<file path="src/rtl/multdiv_ctrl.sv">
// Issue/writeback sequencer between the pipeline and the shared multdiv unit.
// One request in flight at a time; results are held until the pipeline consumes them.
module multdiv_ctrl #(
  parameter int unsigned TIMEOUT = 40
) (
  input  logic        clock,
  input  logic        reset,
  input  logic        req_valid,
  output logic        req_ready,
  input  logic        req_is_div,
  input  logic [31:0] req_opA,
  input  logic [31:0] req_opB,
  input  logic [4:0]  req_rd,
  input  logic        flush,
  output logic        busy,
  output logic [31:0] md_operandA,
  output logic [31:0] md_operandB,
  output logic        md_ctrl_MULT,
  output logic        md_ctrl_DIV,
  input  logic [31:0] md_result,
  input  logic        md_exception,
  input  logic        md_resultRDY,
  output logic        wb_valid,
  input  logic        wb_ready,
  output logic [31:0] wb_data,
  output logic [4:0]  wb_rd,
  output logic        wb_exception
);

  localparam int unsigned CW = $clog2(TIMEOUT + 1);
  localparam logic [CW-1:0] CNT_LAST = CW'(TIMEOUT - 1);

  typedef enum logic [2:0] {
    S_IDLE,
    S_START,
    S_BUSY,
    S_DONE,
    S_DRAIN
  } state_e;

  state_e        state_q, state_d;
  logic [CW-1:0] cnt_q, cnt_d;
  logic [31:0]   opa_q, opa_d;
  logic [31:0]   opb_q, opb_d;
  logic [4:0]    rd_q, rd_d;
  logic          is_div_q, is_div_d;
  logic [31:0]   res_q, res_d;
  logic          exc_q, exc_d;

  always_ff @(posedge clock) begin
    if (reset) begin
      state_q  <= S_IDLE;
      cnt_q    <= '0;
      opa_q    <= '0;
      opb_q    <= '0;
      rd_q     <= '0;
      is_div_q <= 1'b0;
      res_q    <= '0;
      exc_q    <= 1'b0;
    end else begin
      state_q  <= state_d;
      cnt_q    <= cnt_d;
      opa_q    <= opa_d;
      opb_q    <= opb_d;
      rd_q     <= rd_d;
      is_div_q <= is_div_d;
      res_q    <= res_d;
      exc_q    <= exc_d;
    end
  end

  always_comb begin
    state_d  = state_q;
    cnt_d    = cnt_q;
    opa_d    = opa_q;
    opb_d    = opb_q;
    rd_d     = rd_q;
    is_div_d = is_div_q;
    res_d    = res_q;
    exc_d    = exc_q;

    unique case (state_q)
      S_IDLE: begin
        if (req_valid && !flush) begin
          opa_d    = req_opA;
          opb_d    = req_opB;
          rd_d     = req_rd;
          is_div_d = req_is_div;
          state_d  = S_START;
        end
      end
      S_START: begin
        // Any resultRDY seen here belongs to an earlier operation and is ignored.
        cnt_d   = '0;
        state_d = flush ? S_DRAIN : S_BUSY;
      end
      S_BUSY: begin
        cnt_d = cnt_q + 1'b1;
        if (flush) begin
          state_d = S_DRAIN;
        end else if (md_resultRDY) begin
          res_d   = md_result;
          exc_d   = md_exception;
          state_d = S_DONE;
        end else if (cnt_q == CNT_LAST) begin
          res_d   = '0;
          exc_d   = 1'b1;
          state_d = S_DONE;
        end
      end
      S_DONE: begin
        if (flush || wb_ready) begin
          state_d = S_IDLE;
        end
      end
      S_DRAIN: begin
        // Counting continues from BUSY so the drain is bounded by the same timeout.
        cnt_d = cnt_q + 1'b1;
        if (md_resultRDY || cnt_q == CNT_LAST) begin
          state_d = S_IDLE;
        end
      end
      default: state_d = S_IDLE;
    endcase
  end

  assign req_ready    = (state_q == S_IDLE);
  assign busy         = (state_q != S_IDLE);
  assign md_operandA  = opa_q;
  assign md_operandB  = opb_q;
  assign md_ctrl_MULT = (state_q == S_START) && !is_div_q;
  assign md_ctrl_DIV  = (state_q == S_START) &&  is_div_q;
  assign wb_valid     = (state_q == S_DONE);
  assign wb_data      = res_q;
  assign wb_rd        = rd_q;
  assign wb_exception = exc_q;

endmodule

</file>
<file path="config.mk">
export PLATFORM = sky130hd
export DESIGN_NAME = multdiv_ctrl
export DESIGN_NICKNAME = d
export VERILOG_FILES = /design/src/rtl/multdiv_ctrl.sv
export SDC_FILE = /design/constraint.sdc
export NUM_CORES = 1
export LEC_CHECK = 0
export ABC_AREA = 1
export CAP_MARGIN = 20
export CELL_PAD_IN_SITES_DETAIL_PLACEMENT = 1
export CELL_PAD_IN_SITES_GLOBAL_PLACEMENT = 2
export CORE_MARGIN = 2
export CORE_UTILIZATION = 20
export DETAILED_ROUTE_END_ITERATION = 16
export HOLD_SLACK_MARGIN = 0.03
export PLACE_DENSITY = 0.82
export RECOVER_POWER = 25
export SETUP_SLACK_MARGIN = 0.05
export SLEW_MARGIN = 20
export SYNTH_ARGS = -nofsm -noshare
export SYNTH_HDL_FRONTEND = slang
export SYNTH_SLANG_ARGS = --single-unit
export TNS_END_PERCENT = 10
</file>
<file path="constraint.sdc">
create_clock -name clock -period 1.9 [get_ports clock]
set_clock_uncertainty 0.05 [all_clocks]
set_input_delay 0.19 -clock clock [delete_from_list [all_inputs] [get_ports clock]]
set_output_delay 0.19 -clock clock [all_outputs]
set_load 0.05 [all_outputs]
</file>
==> flow_summary.ini, run 1 <==
[power]
comb_power_share = 0.430
p_seq_frac = 0.346
power_uw = 8580
internal_power_uw = 4965
ir_drop_mv = 0.4823
leakage_uw = 0.002543
p_switching_uw = 3615
p_sw_frac = 0.4213
cellPowerDensity_nw_per_um2 = 1246
p_clk_frac = 0.224

[worst_setup_path]
critPathBufInv = 2
worstReg2RegStart = state_q[1]$_SDFFE_PP0P_
reg2reg_slack_ns = 0.23
r2r-end = md_operandB[24]$_SDFFE_PP0P_
slowest_stage = dfxtp_1
reg2reg_depth = 8
path_class = flop to output port
max_stage_delay_ns = 0.37
path_delay_family = simple AND/OR/NAND/NOR gates
startpoint_type = flop
cp.required_ns = 1.66
worstPathCellList = inv_1, nand3_1, nor2_1, buf_12
arrival_ns = 1.54
crit_fanout = 6
critPathCaptureType = output port

[clocking]
path_clk_slew_ns = 0.08
clk_latency_ns = 0.35
cts_buffers = 9
cts_htree_levels = 3
cts_root_buf = clkbuf_16
clk_path_buf_depth = 2
postCtsHoldBufs = 0
tritoncts = yes
cts_sinks = 112

[run_status]
status = finished, final reports clean

[timing]
slew_headroom = 0.5413
tightest_slew_ns = 0.6910
worst_slack_ns = 0.1235
period_needed_ns = 1.777
maxSlewViolCount = 0
tns_ns = 0
fmax_mhz = 562.9
finalHoldViolCount = 0
finalSetupViolCount = 0
rsz0062_at_grt = true
min_period_over_period = 0.9350

[drt]
wl_mm = 13.51
drcViolationCount = 0
antenna_left = 0
wl_per_cell_microns = 13.27
first_pass_iters = 6
first_iter_violations = 111
vias = 4140
vias_per_cell = 4.067

[worst_hold_path]
worstHoldEndpoint = wb_data[22]$_SDFFE_PP0P_
hold_path.class = input port to flop
hold_depth = 3
worstHoldStart = md_result[22]

[place]
io_buffers = 215
pre_cts_ws_ns = 0.1312
place.gp.congestion = 0.7198
dp.cells = 1002
dp.final_hpwl_mm = 9.804

[logic_synthesis]
avgSynthCellArea_sq_um = 7.725
yosysWarnings = 0
synth_cell_types = 28
synth_nets = 645
netlist_area_sq_um = 4133
ys_ff_latch = 112
yosysSeqAreaShare = 0.5425
netlist_instances = 535

[grt]
grt_pass1_vias = 4173
grt_max_degree = 76
grt-busiest-layer = met2
track_usage = 0.1251
use_met2 = 0.1898
grt_overflow_total = 0
grt_pass1_wl_mm = 21.62
antenna_found_initial = 0
met3_usage = 0.07593
gr-usage-met1 = 0.1465

[run]
cap_violations = 0

[finish]
seq_area_sq_um = 2242
nFillCells = 2402
antennaDiodeCount = 0
syn_to_final_growth_pct = 66.58
multi_input_area_sq_um = 1612
drive_above_1_share = 0.06417
nets = 853
finalNonFillerCells = 1018

[die]
rows = 52
core_area_sq_um = 20230
dieHeight_microns = 147.8
die_x_microns = 147.8
boundaryPins = 216
die-area_sq_um = 21830
start_util = 0.2042
through the flow:
step	hold slack (ns)	instance area, sq um	utilization
2_1_floorplan	0.2872	4133	-
3_3_place_gp	0.3976	6666	0.3295
3_5_place_dp	0.4013	6666	0.3295
4_1_cts	0.3254	6968	0.3444
5_1_grt	0.3304	6884	0.3402
6_report	0.3402	6884	0.3402
Yosys cell counts, drive strengths merged:
master | count | area, sq um
nor2 | 156 | 603.1
dfxtp | 112 | 2242
nand2 | 85 | 347.8
o21ai | 74 | 370.4
a21oi | 41 | 205.2
inv | 19 | 78.83
clkbuf | 18 | 75.07
buf | 14 | 108.9
nand3 | 9 | 50.05
a22oi | 1 | 7.510
and3 | 1 | 6.260
ha | 1 | 12.51
nand3b | 1 | 7.510
nand4 | 1 | 6.260
nor3 | 1 | 5.000
or2 | 1 | 6.260
power groups by stage:
stage | Combinational (uW) | Clock (uW) | Sequential (uW)
2_1_floorplan | 1250 | 0 | 4190
3_3_place_gp | 3840 | 0 | 3020
3_5_place_dp | 3850 | 0 | 3030
4_1_cts | 3860 | 2010 | 2970
5_1_grt | 3980 | 2120 | 3030
6_report | 3690 | 1920 | 2960
worst max path at each step:
stage	startpoint	endpoint	slack, ns	cells past startpoint
CTS	md_operandA[18]$_SDFFE_PP0P_	md_operandA[18]	0.08	1
global route	state_q[1]$_SDFFE_PP0P_	md_operandB[29]$_SDFFE_PP0P_	0.02	8
global placement	flush	md_operandA[13]$_SDFFE_PP0P_	0.17	6
finish	state_q[1]$_SDFFE_PP0P_	md_ctrl_DIV	0.12	4
detailed placement	flush	md_operandB[19]$_SDFFE_PP0P_	0.13	6
floorplan	state_q[0]$_SDFFE_PP0P_	md_ctrl_DIV	0.41	2
layout by cell type (no fill, tap or decap):
cell type,netlist,final
a21oi_1,41,41
o21ai_0,74,74
clkinv_8,0,1
clkbuf_8,0,1
nor2_2,1,1
nand3_2,1,1
buf_4,0,7
nor2_1,153,153
nor2_4,2,2
and3_1,1,1
inv_2,3,3
nand3_1,8,8
clkbuf_4,0,2
inv_6,1,2
ha_1,1,1
nand4_1,1,1
a22oi_1,1,1
nor3_1,1,1
clkbuf_16,0,9
inv_4,1,1
nand2_1,81,82
nand3b_1,1,1
clkinv_4,0,3
nand2_4,1,1
inv_1,14,14
nand2_2,2,2
clkbuf_1,12,2
clkbuf_2,6,3
dfxtp_1,112,112
or2_2,1,1
buf_12,0,7
inv_8,0,1
clkdlybuf4s50_1,0,208
what timing repair did:
item / CTS / global route
hold endpoints to repair: 0 / 0
setup endpoints to repair: 0 / 2
resized for setup: 0 / 1
setup buffers: 0 / 0
worst reg2reg max path: cells and delay by family, from the launching register on:
family | cells | cell delay [ns]
buf+inv | 4 | 0.51
simple gates | 4 | 0.56
flops | 1 | 0.44
layout make-up:
| cell class | count | share of cell area |
|---|---|---|
| Clock inverter | 6 | 0.009088 |
| Multi-Input combinational cell | 372 | 0.2341 |
| Timing Repair Buffer | 229 | 0.3359 |
| Clock buffer | 10 | 0.03471 |
| Sequential cell | 112 | 0.3257 |
| Tap cell | 270 | 0.04907 |
| Inverter | 19 | 0.01145 |
per-layer routing:
layer | wire length, microns | part of all wire
met3 | 1823 | 0.13
met4 | 222 | 0.016
met1 | 5708 | 0.42
met5 | 0 | 0
met2 | 5752 | 0.43
state kept, by name, summed over array words and instances (netlist names):
register and count:
md_operandA 32, md_operandB 32, wb_data 32, cnt_q 6
wb_rd 5, state_q 3, is_div_q 1, wb_exception 1
logic make-up (layout without fill, tap and decap cells):
group / after synthesis / in the layout / synth area share
AND/OR/NAND/NOR: 255 / 255 / 0.2498
AO/OA/AOI/OAI: 116 / 116 / 0.1411
flip-flops: 112 / 112 / 0.5425
buffers and inverters: 51 / 264 / 0.06358
adder cells (fa/ha/maj): 1 / 1 / 0.003027
No activity file was read; power rests on OpenSTA's default activity.
==> run 2, diff against run 1 <==
--- a/config.mk
+++ b/config.mk
@@ -13,7 +13,7 @@
 export CORE_UTILIZATION = 20
 export DETAILED_ROUTE_END_ITERATION = 16
 export HOLD_SLACK_MARGIN = 0.03
-export PLACE_DENSITY = 0.82
+export PLACE_DENSITY = 0.84
 export RECOVER_POWER = 25
 export SETUP_SLACK_MARGIN = 0.05
 export SLEW_MARGIN = 20
==> flow_summary.ini, run 2 (synthesis results as in run 1) <==
[run_status]
status = finished, final reports clean

[die]
core_area_sq_um = 20230
die-area_sq_um = 21830
dieHeight_microns = 147.8
die_x_microns = 147.8
rows = 52
boundaryPins = 216
start_util = 0.2042

[clocking]
clk_path_buf_depth = 2
cts_htree_levels = 3
clk_latency_ns = 0.35
cts_setup_buffers = 0
cts_buffers = 9
tritoncts = yes
cts_sinks = 112
cts_root_buf = clkbuf_16
path_clk_slew_ns = 0.08

[timing]
tightest_slew_ns = 0.6590
min_period_over_period = 0.9430
rsz0062_at_grt = false
tns_ns = 0
fmax_mhz = 558.1
whs_ns = 0.3432
maxSlewViolCount = 0
slew_headroom = 0.5626
finalHoldViolCount = 0
period_needed_ns = 1.792
finalSetupViolCount = 0

[drt]
wl_per_cell_microns = 13.31
drcViolationCount = 0
vias_per_cell = 4.088
vias = 4162
wl_mm = 13.55
first_pass_iters = 4
antenna_left = 0
first_iter_violations = 98

[grt]
grt_max_degree = 42
antenna_found_initial = 1
grt_pass1_wl_mm = 21.69
track_usage = 0.1247
grt_overflow_total = 0
grt_pass1_vias = 4177

[power]
p_sw_frac = 0.4236
cellPowerDensity_nw_per_um2 = 1238
p_switching_uw = 3598
internal_power_uw = 4897
ir_drop_mv = 0.5528
p_clk_frac = 0.217
p_seq_frac = 0.350
leakage_uw = 0.002522
comb_power_share = 0.433

[worst_setup_path]
startpoint_type = flop
cp.required_ns = 1.66
worstPathCellList = clkdlybuf4s50_1
slowest_stage = clkdlybuf4s50_1
crit_fanout = 2
path_class = flop to output port
critPathBufInv = 1
max_stage_delay_ns = 0.83
arrival_ns = 1.55
critPathCaptureType = output port
path_delay_family = buffers and inverters

[place]
placed_cell_area_sq_um = 6629
io_buffers = 215
dp.final_hpwl_mm = 10.07
dp.cells = 1002
place.gp.congestion = 0.7135

[finish]
stdcell_area_sq_um = 6862
finalNonFillerCells = 1018
layout_common_cells = clkdlybuf4s50_1, nor2_1, dfxtp_1, nand2_1, o21ai_0
drive_above_1_share = 0.06283
syn_to_final_growth_pct = 66.03
nets = 853
final_common_cell = clkdlybuf4s50_1
antennaDiodeCount = 0

[run]
cap_violations = 0

[worst_hold_path]
hold_path.class = input port to flop
run 2: cell count changes in the layout (fill, tap and decap cells not counted), sizes merged:
cell	previous run	this run
clkinvlp	0	1
buf	14	16
inv	21	22
clkinv	4	2
clkbuf	17	15
run 2: final cells by class:
class / count / area [sq um]
clock buffers: 10 / 229.0
clock inverters: 6 / 51.30
fillers: 2410 / 13370
inverters: 19 / 78.83
multi-input cells: 372 / 1623
flip-flops and latches: 112 / 2242
well taps: 270 / 337.8
repair buffers: 229 / 2300
run 2: metrics by stage:
step	total power (uW)	worst slack, ns	utilization
after floorplan	5443	0.4149	-
after global placement	6786	0.1253	0.3276
after detailed placement	6815	0.06760	0.3276
after CTS	8723	0.06747	0.3415
after global routing	9037	0.04533	0.3391
final	8495	0.1083	0.3391
run 2: tightest hold or removal path, cell delays in order:
cell and delay (ns):
clkdlybuf4s50_1 0.40, nand2_1 0.06, a21oi_1 0.05
run 2: repair_timing:
| action | 4_1_cts | 5_1_grt |
|---|---|---|
| setup endpoints to repair | 0 | 1 |
| hold buffers | 0 | 0 |
| gates resized for setup | 0 | 1 |
| endpoints found under the hold margin | 0 | 0 |
run 2: final timing paths:
kind	from	end	slack, ns	cells after the start
worst min-delay path	md_result[11]	wb_data[11]$_SDFFE_PP0P_	0.34	3
worst min register to register	wb_data[4]$_SDFFE_PP0P_	wb_data[4]$_SDFFE_PP0P_	0.41	2
worst max register to register	state_q[2]$_SDFFE_PP0P_	md_operandB[14]$_SDFFE_PP0P_	0.20	7
worst max-delay path	md_operandA[26]$_SDFFE_PP0P_	md_operandA[26]	0.11	1
run 2: power groups by stage:
stage / logic [uW] / registers (uW) / clock network [uW]
3_3_place_gp: 3770 / 3020 / 0
2_1_floorplan: 1250 / 4190 / 0
6_report: 3680 / 2970 / 1850
5_1_grt: 3960 / 3030 / 2060
4_1_cts: 3790 / 2980 / 1950
3_5_place_dp: 3790 / 3030 / 0
run 2: layer usage:
metal	global-route usage	part of all wire
met5	0	0.00096
met4	0.03606	0.011
met3	0.07531	0.13
met2	0.1972	0.44
met1	0.1414	0.41
==> run 3, diff against run 2 <==
--- a/config.mk
+++ b/config.mk
@@ -16,8 +16,9 @@
 export PLACE_DENSITY = 0.84
 export RECOVER_POWER = 25
 export SETUP_SLACK_MARGIN = 0.05
+export SKIP_LAST_GASP = 1
 export SLEW_MARGIN = 20
 export SYNTH_ARGS = -nofsm -noshare
 export SYNTH_HDL_FRONTEND = slang
 export SYNTH_SLANG_ARGS = --single-unit
-export TNS_END_PERCENT = 10
+export TNS_END_PERCENT = 1
==> results of run 3 <==
Same layout as run 2: the final DEF is identical, and so are final timing and power.
